<file path="src/rtl/sort_pkg.sv">
`default_nettype none
// +----------------------------------------------------------------------------+
// | Module      : sort_pkg                                                     |
// | Description : Shared types and constants for the insertion-sort output     |
// |               path: framer FSM state encoding, default frame length and    |
// |               shared data width.                                           |
// | Revision    : 1.0  initial release                                         |
// +----------------------------------------------------------------------------+
package sort_pkg;

  // Framer control states.
  typedef enum logic [1:0] {
    ST_IDLE  = 2'b00,  // waiting for ap_start
    ST_RUN   = 2'b01,  // accepting words from the sort engine
    ST_FLUSH = 2'b10   // all words accepted, draining to the DMA
  } state_t;

  localparam int c_DATA_WIDTH = 32;  // sort engine word width
  localparam int c_FRAME_LEN  = 10;  // words per sorted frame

endpackage : sort_pkg
`default_nettype wire

</file>
<file path="src/rtl/sort_sfifo.sv">
`default_nettype none
// +----------------------------------------------------------------------------+
// | Module      : sort_sfifo                                                   |
// | Description : Single-clock first-word-fall-through FIFO. A word written    |
// |               in cycle N appears on rd_data in cycle N+1. Push while full  |
// |               and pop while empty are ignored; a push on a full FIFO is    |
// |               dropped even if a pop happens in the same cycle.             |
// | Ports       : clk, rst (sync, active-high), push/wr_data, pop/rd_data,     |
// |               full, empty                                                  |
// | Revision    : 1.0  initial release                                         |
// +----------------------------------------------------------------------------+
module sort_sfifo #(
  parameter int WIDTH = 33,
  parameter int DEPTH = 4   // power of 2, >= 2
) (
  input  logic             clk,
  input  logic             rst,
  input  logic             push,
  input  logic [WIDTH-1:0] wr_data,
  input  logic             pop,
  output logic [WIDTH-1:0] rd_data,
  output logic             full,
  output logic             empty
);

  localparam int c_AW = (DEPTH > 1) ? $clog2(DEPTH) : 1;
  localparam logic [c_AW:0] c_DEPTH_CNT = (c_AW + 1)'(DEPTH);

  logic [WIDTH-1:0] r_mem [DEPTH];
  logic [c_AW-1:0]  r_wr_ptr;
  logic [c_AW-1:0]  r_rd_ptr;
  logic [c_AW:0]    r_count;

  logic w_push;
  logic w_pop;

  // Full is judged on the registered count only, so a same-cycle pop never
  // frees a slot for the incoming word.
  assign full    = (r_count == c_DEPTH_CNT);
  assign empty   = (r_count == '0);
  assign w_push  = push && !full;
  assign w_pop   = pop && !empty;
  assign rd_data = r_mem[r_rd_ptr];

  // Storage is not reset; empty gates any stale contents downstream.
  always_ff @(posedge clk) begin
    if (w_push) begin
      r_mem[r_wr_ptr] <= wr_data;
    end
  end

  // Pointers are c_AW bits wide, so they wrap modulo DEPTH naturally.
  always_ff @(posedge clk) begin
    if (rst) begin
      r_wr_ptr <= '0;
      r_rd_ptr <= '0;
      r_count  <= '0;
    end else begin
      if (w_push) begin
        r_wr_ptr <= r_wr_ptr + c_AW'(1);
      end
      if (w_pop) begin
        r_rd_ptr <= r_rd_ptr + c_AW'(1);
      end
      case ({w_push, w_pop})
        2'b10:   r_count <= r_count + (c_AW + 1)'(1);
        2'b01:   r_count <= r_count - (c_AW + 1)'(1);
        default: r_count <= r_count;
      endcase
    end
  end

endmodule : sort_sfifo
`default_nettype wire

</file>
<file path="src/rtl/sort_out_framer.sv">
`default_nettype none
// +----------------------------------------------------------------------------+
// | Module      : sort_out_framer                                              |
// | Description : Output stage of the insertion-sort engine. Buffers the       |
// |               sorted stream in a small FIFO, tags the last word of each    |
// |               frame with sm_tlast, forwards it to the DMA stream and       |
// |               pulses ap_done once the last word has left.                  |
// | Config      : ORDER_CHECK_EN - when defined, flags (sticky order_err) any  |
// |               pushed word smaller than its predecessor in the same frame.  |
// |               When undefined, order_err is tied low.                       |
// | Ports       : clk, rst (sync, active-high), ap_start, ap_done, order_err   |
// |               ss_tvalid/ss_tdata/ss_tready  (from sort engine)             |
// |               sm_tvalid/sm_tdata/sm_tlast/sm_tready (to DMA)               |
// | Revision    : 1.0  initial release                                         |
// +----------------------------------------------------------------------------+
module sort_out_framer
  import sort_pkg::*;
#(
  parameter int pDATA_WIDTH = c_DATA_WIDTH,
  parameter int pFRAME_LEN  = c_FRAME_LEN,
  parameter int pFIFO_DEPTH = 4
) (
  input  logic                   clk,
  input  logic                   rst,
  input  logic                   ap_start,
  input  logic                   ss_tvalid,
  input  logic [pDATA_WIDTH-1:0] ss_tdata,
  output logic                   ss_tready,
  output logic                   sm_tvalid,
  output logic [pDATA_WIDTH-1:0] sm_tdata,
  output logic                   sm_tlast,
  input  logic                   sm_tready,
  output logic                   ap_done,
  output logic                   order_err
);

  // Counter must be able to hold pFRAME_LEN after the final push.
  localparam int              c_CW       = $clog2(pFRAME_LEN + 1);
  localparam logic [c_CW-1:0] c_LAST_IDX = c_CW'(pFRAME_LEN - 1);

  state_t             r_state;
  state_t             w_state_nxt;
  logic [c_CW-1:0]    r_wcnt;
  logic               r_ap_done;

  logic               w_full;
  logic               w_empty;
  logic               w_push;
  logic               w_pop;
  logic               w_start;
  logic               w_is_last;
  logic               w_tlast_pop;
  logic [pDATA_WIDTH:0] w_wr_entry;
  logic [pDATA_WIDTH:0] w_head;

  // Upstream ready depends only on registered state, never on sm_tready.
  assign ss_tready   = (r_state == ST_RUN) && !w_full;
  assign w_push      = ss_tvalid && ss_tready;
  assign w_start     = ap_start && (r_state == ST_IDLE);
  assign w_is_last   = (r_wcnt == c_LAST_IDX);
  assign w_wr_entry  = {w_is_last, ss_tdata};

  // Head outputs are forced to zero when empty so stale storage never leaks.
  assign sm_tvalid   = !w_empty;
  assign sm_tdata    = w_empty ? '0 : w_head[pDATA_WIDTH-1:0];
  assign sm_tlast    = !w_empty && w_head[pDATA_WIDTH];
  assign w_pop       = sm_tvalid && sm_tready;
  assign w_tlast_pop = w_pop && sm_tlast;
  assign ap_done     = r_ap_done;

  sort_sfifo #(
    .WIDTH (pDATA_WIDTH + 1),
    .DEPTH (pFIFO_DEPTH)
  ) u_fifo (
    .clk     (clk),
    .rst     (rst),
    .push    (w_push),
    .wr_data (w_wr_entry),
    .pop     (w_pop),
    .rd_data (w_head),
    .full    (w_full),
    .empty   (w_empty)
  );

  // ---------------------------------------------------------------- FSM ----
  always_ff @(posedge clk) begin
    if (rst) begin
      r_state <= ST_IDLE;
    end else begin
      r_state <= w_state_nxt;
    end
  end

  always_comb begin
    w_state_nxt = r_state;
    case (r_state)
      ST_IDLE: begin
        if (ap_start) begin
          w_state_nxt = ST_RUN;
        end
      end
      ST_RUN: begin
        if (w_push && w_is_last) begin
          w_state_nxt = ST_FLUSH;
        end
      end
      ST_FLUSH: begin
        if (w_tlast_pop) begin
          w_state_nxt = ST_IDLE;
        end
      end
      default: w_state_nxt = ST_IDLE;
    endcase
  end

  // ------------------------------------------------- word count, ap_done ----
  always_ff @(posedge clk) begin
    if (rst) begin
      r_wcnt    <= '0;
      r_ap_done <= 1'b0;
    end else begin
      if (w_start) begin
        r_wcnt <= '0;
      end else if (w_push) begin
        r_wcnt <= r_wcnt + c_CW'(1);
      end
      // The tlast word can only leave while flushing, since its push moves
      // the FSM out of RUN before it reaches the FIFO head.
      r_ap_done <= (r_state == ST_FLUSH) && w_tlast_pop;
    end
  end

  // ------------------------------------------------------ order checker ----
`ifdef ORDER_CHECK_EN
  logic [pDATA_WIDTH-1:0] r_prev;
  logic                   r_order_err;

  // The first word of a frame (r_wcnt == 0) has no predecessor to compare.
  always_ff @(posedge clk) begin
    if (rst) begin
      r_prev      <= '0;
      r_order_err <= 1'b0;
    end else begin
      if (w_start) begin
        r_order_err <= 1'b0;
      end else if (w_push && (r_wcnt != '0) && (ss_tdata < r_prev)) begin
        r_order_err <= 1'b1;
      end
      if (w_push) begin
        r_prev <= ss_tdata;
      end
    end
  end

  assign order_err = r_order_err;
`else
  assign order_err = 1'b0;
`endif

endmodule : sort_out_framer
`default_nettype wire

</file>
<file path="config.mk">
export PLATFORM = sky130hd
export DESIGN_NAME = sort_out_framer
export DESIGN_NICKNAME = d
export VERILOG_FILES = /design/src/rtl/sort_pkg.sv /design/src/rtl/sort_sfifo.sv /design/src/rtl/sort_out_framer.sv
export SDC_FILE = /design/constraint.sdc
export NUM_CORES = 1
export LEC_CHECK = 0
export CAP_MARGIN = 20
export CORE_AREA = 3 3 109 111
export CTS_CLUSTER_SIZE = 30
export DETAILED_ROUTE_END_ITERATION = 10
export DIE_AREA = 0 0 112 114
export GPL_ROUTABILITY_DRIVEN = 0
export HOLD_SLACK_MARGIN = 0.05
export MAX_ROUTING_LAYER = met4
export PLACE_DENSITY = 0.78
export SLEW_MARGIN = 20
export SYNTH_ARGS = -nofsm -noshare
export SYNTH_HDL_FRONTEND = slang
export SYNTH_SLANG_ARGS = --single-unit
</file>
<file path="constraint.sdc">
create_clock -name clk -period 5.35 [get_ports clk]
set_input_delay 1.605 -clock clk [delete_from_list [all_inputs] [get_ports clk]]
set_output_delay 1.605 -clock clk [all_outputs]
set_load 0.02 [all_outputs]
</file>
==> results of run 1 <==
## metal layers
layer | share of wire, % | vias to the layer above | GRT usage, %
li1 | - | 1377 | -
met1 | 43 | 1511 | 21.9
met2 | 50 | 90 | 29.9
met3 | 5.2 | 14 | 5.89
met4 | 1.6 | 0 | 7.85
met5 | 0 | - | -
## per-stage QoR
| step | worst slack (ps) | instances |
|---|---|---|
| after global placement | 1330 | 501 |
| after global routing | 608 | 532 |
| final | 735 | 532 |
| after CTS | 671 | 532 |
| after floorplan | 2150 | 306 |
| after detailed placement | 1310 | 501 |
## cell usage in the layout (no fill, tap or decap), types with 3 or more instances in the layout
| cell type | instances |
|---|---|
| inv_6 | 5 |
| ha_1 | 7 |
| clkinvlp_4 | 3 |
| edfxtp_1 | 132 |
| inv_1 | 9 |
| and3_2 | 4 |
| and2_1 | 33 |
| a21oi_1 | 8 |
| dfxtp_1 | 14 |
| clkbuf_16 | 16 |
| clkdlybuf4s50_1 | 72 |
| o31ai_1 | 3 |
| mux4_1 | 30 |
| bufinv_16 | 4 |
| nor2_1 | 10 |
| o21ai_0 | 5 |
| xor2_1 | 4 |
| nand3_1 | 3 |
| mux4_2 | 3 |
## cells in the mapped netlist (all sizes together), types with 2 or more instances
cell	count
or3	3
edfxtp	132
nand3	3
inv	9
o31ai	3
mux4	33
and3b	2
clkbuf	7
o21ai	5
or4	2
ha	7
dfxtp	16
nor2	10
xor2	4
buf	10
nand2	2
a21oi	8
and2	33
nor2b	2
nor3b	2
and3	4
## final cells by class
| class | count | area, sq um |
|---|---|---|
| clock buffer | 18 | 418 |
| clock inverter | 13 | 198 |
| fill | 740 | 3520 |
| inverter | 9 | 33.8 |
| multi-input combinational | 132 | 1540 |
| sequential | 148 | 4290 |
| tap | 140 | 175 |
| timing repair buffer | 72 | 721 |
## registers in the layout, indices dropped and copies added (netlist names), named ones only
register and flops:
u_fifo.r_rd_ptr 2, u_fifo.r_count 3, u_fifo.r_wr_ptr 2, r_state 2, r_wcnt 4, u_fifo.r_mem 132, ap_done 1
## logic make-up (layout without fill, tap and decap cells)
group	Yosys count	count (layout)
xor+xnor	4	4
mux	33	33
fa+ha+maj	8	8
buf+inv	26	112
simple gates	65	65
flops	148	148
compound gates	21	21
other cells	1	1
## critical path, cell delays in order, from the launching register on
cell and delay, ps:
dfxtp_2 1010, mux4_1 700, and2_1 220, clkdlybuf4s50_1 540
## power groups by stage
stage / registers (mW) / logic (mW) / clock network, mW
2_1_floorplan: 1.33 / 0.554 / 0
3_3_place_gp: 1.40 / 0.778 / 0
3_5_place_dp: 1.40 / 0.792 / 0
4_1_cts: 1.38 / 0.798 / 1.25
5_1_grt: 1.38 / 0.842 / 1.30
6_report: 1.38 / 0.787 / 1.23
## how the worst max path moves through the flow
stage,endpoint,depth (start not counted),slack (ps),from
after global routing,sm_tdata[4],3,610,flip-flop
after detailed placement,sm_tdata[4],3,1310,flip-flop
final,sm_tdata[4],3,730,flip-flop
after global placement,sm_tdata[9],3,1330,flip-flop
after floorplan,u_fifo.r_mem[0][0],3,2150,ss_tvalid
after CTS,sm_tdata[4],3,670,flip-flop
==> flow_summary.toml, run 1 <==
[synthesis]
synth-compound-area-share_pct = 2.11
synth_top_family_by_area = "multiplexers"
synth_edf_count = 132
yosysTopAreaCell = "edfxtp_1"
netlist_area_sq_um = 5980
syn_inst = 306
yosys.area_share.simple_pct = 6.76
synth_warnings = 0
muxShareOfSynthArea_pct = 14.3
ys_types = 35
yosysTopAreaCellShare_pct = 66.3
synthXorXnorAreaFrac_pct = 0.586
avgSynthCellArea_sq_um = 19.5
ys_seq_elements = 148
synthAdderAreaFrac_pct = 1.80
ys_top_cells_by_area = "edfxtp_1, mux4_1, dfxtp_1"
async_flop_share_pct = 0
ys_seq_area_share_pct = 71.6
synth_flop_cell = "edfxtp_1"
syn-num-nets = 351

[min_path]
hp-class = "reg2reg"
worstHoldEndpoint = "r_wcnt[3]"
min_from = "r_wcnt[3]"
hold-path-cell-count = 2

[detailed_routing]
routed_wl_microns = 10600
wire_per_inst_microns = 19.9
avgViaCountPerCell = 5.62
drc = 0
postRouteAntennaNets = 0
dr.pass1.iters = 4
vias = 2992
drtIter0Drc = 191

[clocking]
clk_pin_slew_ps = 60
clock_sinks = 148
root_buffer = "clkbuf_8"
htree_levels = 4
cts_tree = "built"
clock_path_buffers = 2
cts_resized = 0
post-cts-setup-buffers = 0
cts_buffers = 17
hold_buffers = 0
clk-insertion-delay-late_ps = 520

[floorplanning]
ios = 74
fp.dieH_microns = 114
core_area_sq_um = 10900
die-area_sq_um = 12800
rows = 38
initial_core_util_pct = 54.9
die_w_microns = 112

[timing]
setup_violations = 0
fin_crit_sh_pct = 86.3
rsz0062_at_grt = "false"
max_freq_mhz = 217
relSlewSlack_pct = 30.9
tightestPinTransition_ps = 1040
fin_skew_ps = 8.60
finalSetupTns_ps = 0
hold_violations = 0
final-max-slew-violation-count = 0
min_period_ps = 4620
holdWs_ps = 492

[critical_path]
rrSetupSlack_ps = 2770
rr_startpoint = "u_fifo.r_count[2]"
worstSetupEndpointType = "primary output"
startpoint_type = "flip-flop"
cp.required_ps = 3740
worstSetupPathType = "reg2out"
worstPathArrival_ps = 3010
reg2regPathDepth = 9
r2r_end = "u_fifo.r_count[2]"
path_max_fanout = 33

[grt]
grt_max_degree = 35
grt_first_pass_wirelength_microns = 16900
grt_usage_pct = 18.6
grt_overflow_total = 0
grt_pass1_vias = 3148
antenna_found_initial = 0

[status]
status = "finished clean"

[power]
power_density_nw_per_um2 = 461
combPwrFrac_pct = 23.2
ir_drop_v = 0.000243
p_leak_nw = 2.46
fin_total_pwr_mw = 3.40
internal_power_mw = 2.48
clkPwrFrac_pct = 36.3
switching_power_mw = 0.918
pwr-share-seq_pct = 40.5
swShare_pct = 27.0

[layout]
diodes = 0
fin_area_sq_um = 7370
final_util_pct = 67.7
nNetsFinal = 425
drive_above_1_share_pct = 11.0
syn_to_final_growth_pct = 23.2

[run]
drv_cap = 0

[placed_design]
hpwl_microns = 6030
placedInstanceArea_sq_um = 6750
port_buffers = 72
(Power assumes the default switching activity.)
==> run 2: changes to the inputs <==
--- a/config.mk
+++ b/config.mk
@@ -7,6 +7,7 @@
 export LEC_CHECK = 0
 export CAP_MARGIN = 20
 export CORE_AREA = 3 3 109 111
+export CTS_CLUSTER_DIAMETER = 30
 export CTS_CLUSTER_SIZE = 30
 export DETAILED_ROUTE_END_ITERATION = 10
 export DIE_AREA = 0 0 112 114
==> results of run 2 <==
Final layout, timing and power as in run 1 (identical DEF).
==> run 3: changes to the inputs <==
--- a/config.mk
+++ b/config.mk
@@ -6,15 +6,15 @@
 export NUM_CORES = 1
 export LEC_CHECK = 0
 export CAP_MARGIN = 20
-export CORE_AREA = 3 3 109 111
+export CORE_AREA = 3 3 114 116
 export CTS_CLUSTER_DIAMETER = 30
-export CTS_CLUSTER_SIZE = 30
+export CTS_CLUSTER_SIZE = 10
 export DETAILED_ROUTE_END_ITERATION = 10
-export DIE_AREA = 0 0 112 114
+export DIE_AREA = 0 0 117 119
 export GPL_ROUTABILITY_DRIVEN = 0
 export HOLD_SLACK_MARGIN = 0.05
 export MAX_ROUTING_LAYER = met4
-export PLACE_DENSITY = 0.78
+export PLACE_DENSITY = 0.87
 export SLEW_MARGIN = 20
 export SYNTH_ARGS = -nofsm -noshare
 export SYNTH_HDL_FRONTEND = slang
==> constraint.sdc (replaced) <==
create_clock -name clk -period 3.8 [get_ports clk]
set_input_delay 1.14 -clock clk [delete_from_list [all_inputs] [get_ports clk]]
set_output_delay 1.14 -clock clk [all_outputs]
set_load 0.02 [all_outputs]
==> run 3 against run 2 <==
Critical endpoint is now sm_tdata[13]; largest cell class unchanged; cell area up 1.3%; sequential cell count unchanged; worst setup slack worse by 520 ps; global-route usage down 1.7 points; combinational power up 51%; cell count up 2.8%; register-to-register slack worse by 1500 ps.
==> flow_summary.toml, run 3 (synthesis results as in run 1) <==
[timing]
hold_violations = 0
fin_crit_sh_pct = 94.3
finalSetupTns_ps = 0
tightestPinTransition_ps = 542
setup_violations = 0
relSlewSlack_pct = 63.7
rsz0062_at_grt = "false"
final-max-slew-violation-count = 0
min_period_ps = 3580
fin_skew_ps = 5.99
max_freq_mhz = 279

[detailed_routing]
wire_per_inst_microns = 19.2
routed_wl_microns = 10500
drc = 0
dr.pass1.iters = 4
vias = 3023
drtIter0Drc = 110
avgViaCountPerCell = 5.53
postRouteAntennaNets = 0

[floorplanning]
die_w_microns = 117
rows = 40
initial_core_util_pct = 49.8
die-area_sq_um = 13900
core_area_sq_um = 12000
fp.dieH_microns = 119
ios = 74

[critical_path]
cp.required_ps = 2660
startpoint_type = "flip-flop"
worstSetupPathType = "reg2out"
worstPathArrival_ps = 2440
worstSetupEndpointType = "primary output"
path_max_fanout = 22

[min_path]
hp-class = "reg2reg"

[clocking]
htree_levels = 4
clk_pin_slew_ps = 50
clock_path_buffers = 2
clock_sinks = 148
cts_tree = "built"
cts_buffers = 17
root_buffer = "clkbuf_16"
post-cts-setup-buffers = 0
clk-insertion-delay-late_ps = 420

[power]
swShare_pct = 25.6
ir_drop_v = 0.000403
clkPwrFrac_pct = 35.5
p_leak_nw = 2.50
internal_power_mw = 3.51
power_density_nw_per_um2 = 633
combPwrFrac_pct = 25.1
pwr-share-seq_pct = 39.4
switching_power_mw = 1.21

[layout]
drive_above_1_share_pct = 11.5
nNetsFinal = 432
top_regs = "u_fifo.r_mem (132), r_wcnt (4), u_fifo.r_count (3)"
num-fill-cells = 863
largest_reg_flops = 132
final_util_pct = 62.1
mostFrequentLayoutCell = "edfxtp_1"
regMostFlops = "u_fifo.r_mem"
diodes = 0
syn_to_final_growth_pct = 24.8
final_cell_mix = "edfxtp_1, clkdlybuf4s50_1, and2_1, mux4_1, clkbuf_16"

[grt]
grt_first_pass_wirelength_microns = 16600
grt_pass1_vias = 3105
grt_overflow_total = 0
grt_usage_pct = 16.8
grt_max_degree = 35
antenna_found_initial = 0

[run]
drv_cap = 0

[status]
status = "finished clean"

[placed_design]
hpwl_microns = 6610
port_buffers = 72
## run 3: worst paths after layout
kind                      from  cells past startpoint  slack, ps                end
max                  flip-flop                      4        220       sm_tdata[13]
min                  r_wcnt[3]                      2        520          r_wcnt[3]
max reg2reg  u_fifo.r_count[2]                      9       1270  u_fifo.r_count[2]
min reg2reg          r_wcnt[3]                      2        520          r_wcnt[3]
## run 3: critical path, cell delays in order (launching register included)
cell and delay (ps):
dfxtp_2 320, buf_4 360, mux4_1 640, and2_1 180, clkdlybuf4s50_1 530
## run 3: per-stage QoR
| step | instance area (sq um) | instances | hold WS [ps] | power [mW] | worst slack (ps) |
|---|---|---|---|---|---|
| 3_5_place_dp | 6870 | 515 | 502 | 3.10 | 480 |
| 4_1_cts | 7460 | 547 | 510 | 4.79 | 33.2 |
| 5_1_grt | 7460 | 547 | 550 | 4.92 | 112 |
| 2_1_floorplan | 5980 | 306 | 448 | 2.66 | 1060 |
| 6_report | 7460 | 547 | 520 | 4.72 | 216 |
| 3_3_place_gp | 6870 | 515 | 455 | 3.07 | 574 |
## run 3: power groups by stage
stage / registers, mW / logic, mW / clock network (mW)
global route: 1.87 / 1.27 / 1.78
global placement: 1.89 / 1.18 / 0
CTS: 1.86 / 1.21 / 1.71
finish: 1.86 / 1.19 / 1.68
detailed placement: 1.90 / 1.21 / 0
floorplan: 1.88 / 0.780 / 0
## run 3: what timing repair did
item | 4_1_cts | 5_1_grt
setup endpoints to repair | 0 | 33
endpoints found under the hold margin | 0 | 0
hold buffers | 0 | 0
gates resized for setup | 0 | 1
## run 3: layer usage
| layer | vias to the layer above | track usage (%) | wire (microns) |
|---|---|---|---|
| met5 | - | - | 0 |
| met3 | 16 | 5.03 | 492 |
| li1 | 1393 | - | - |
| met1 | 1533 | 19.5 | 4300 |
| met4 | 0 | 6.45 | 162 |
| met2 | 81 | 27.6 | 5580 |
## run 3: cell type report
class / instances / area [sq um] / area share, %
repair buffers: 79 / 823 / 11.0
multi-input cells: 132 / 1540 / 20.6
flip-flops and latches: 148 / 4290 / 57.4
clock inverters: 12 / 161 / 2.16
inverters: 9 / 33.8 / 0.453
well taps: 147 / 184 / 2.46
clock buffers: 20 / 437 / 5.85
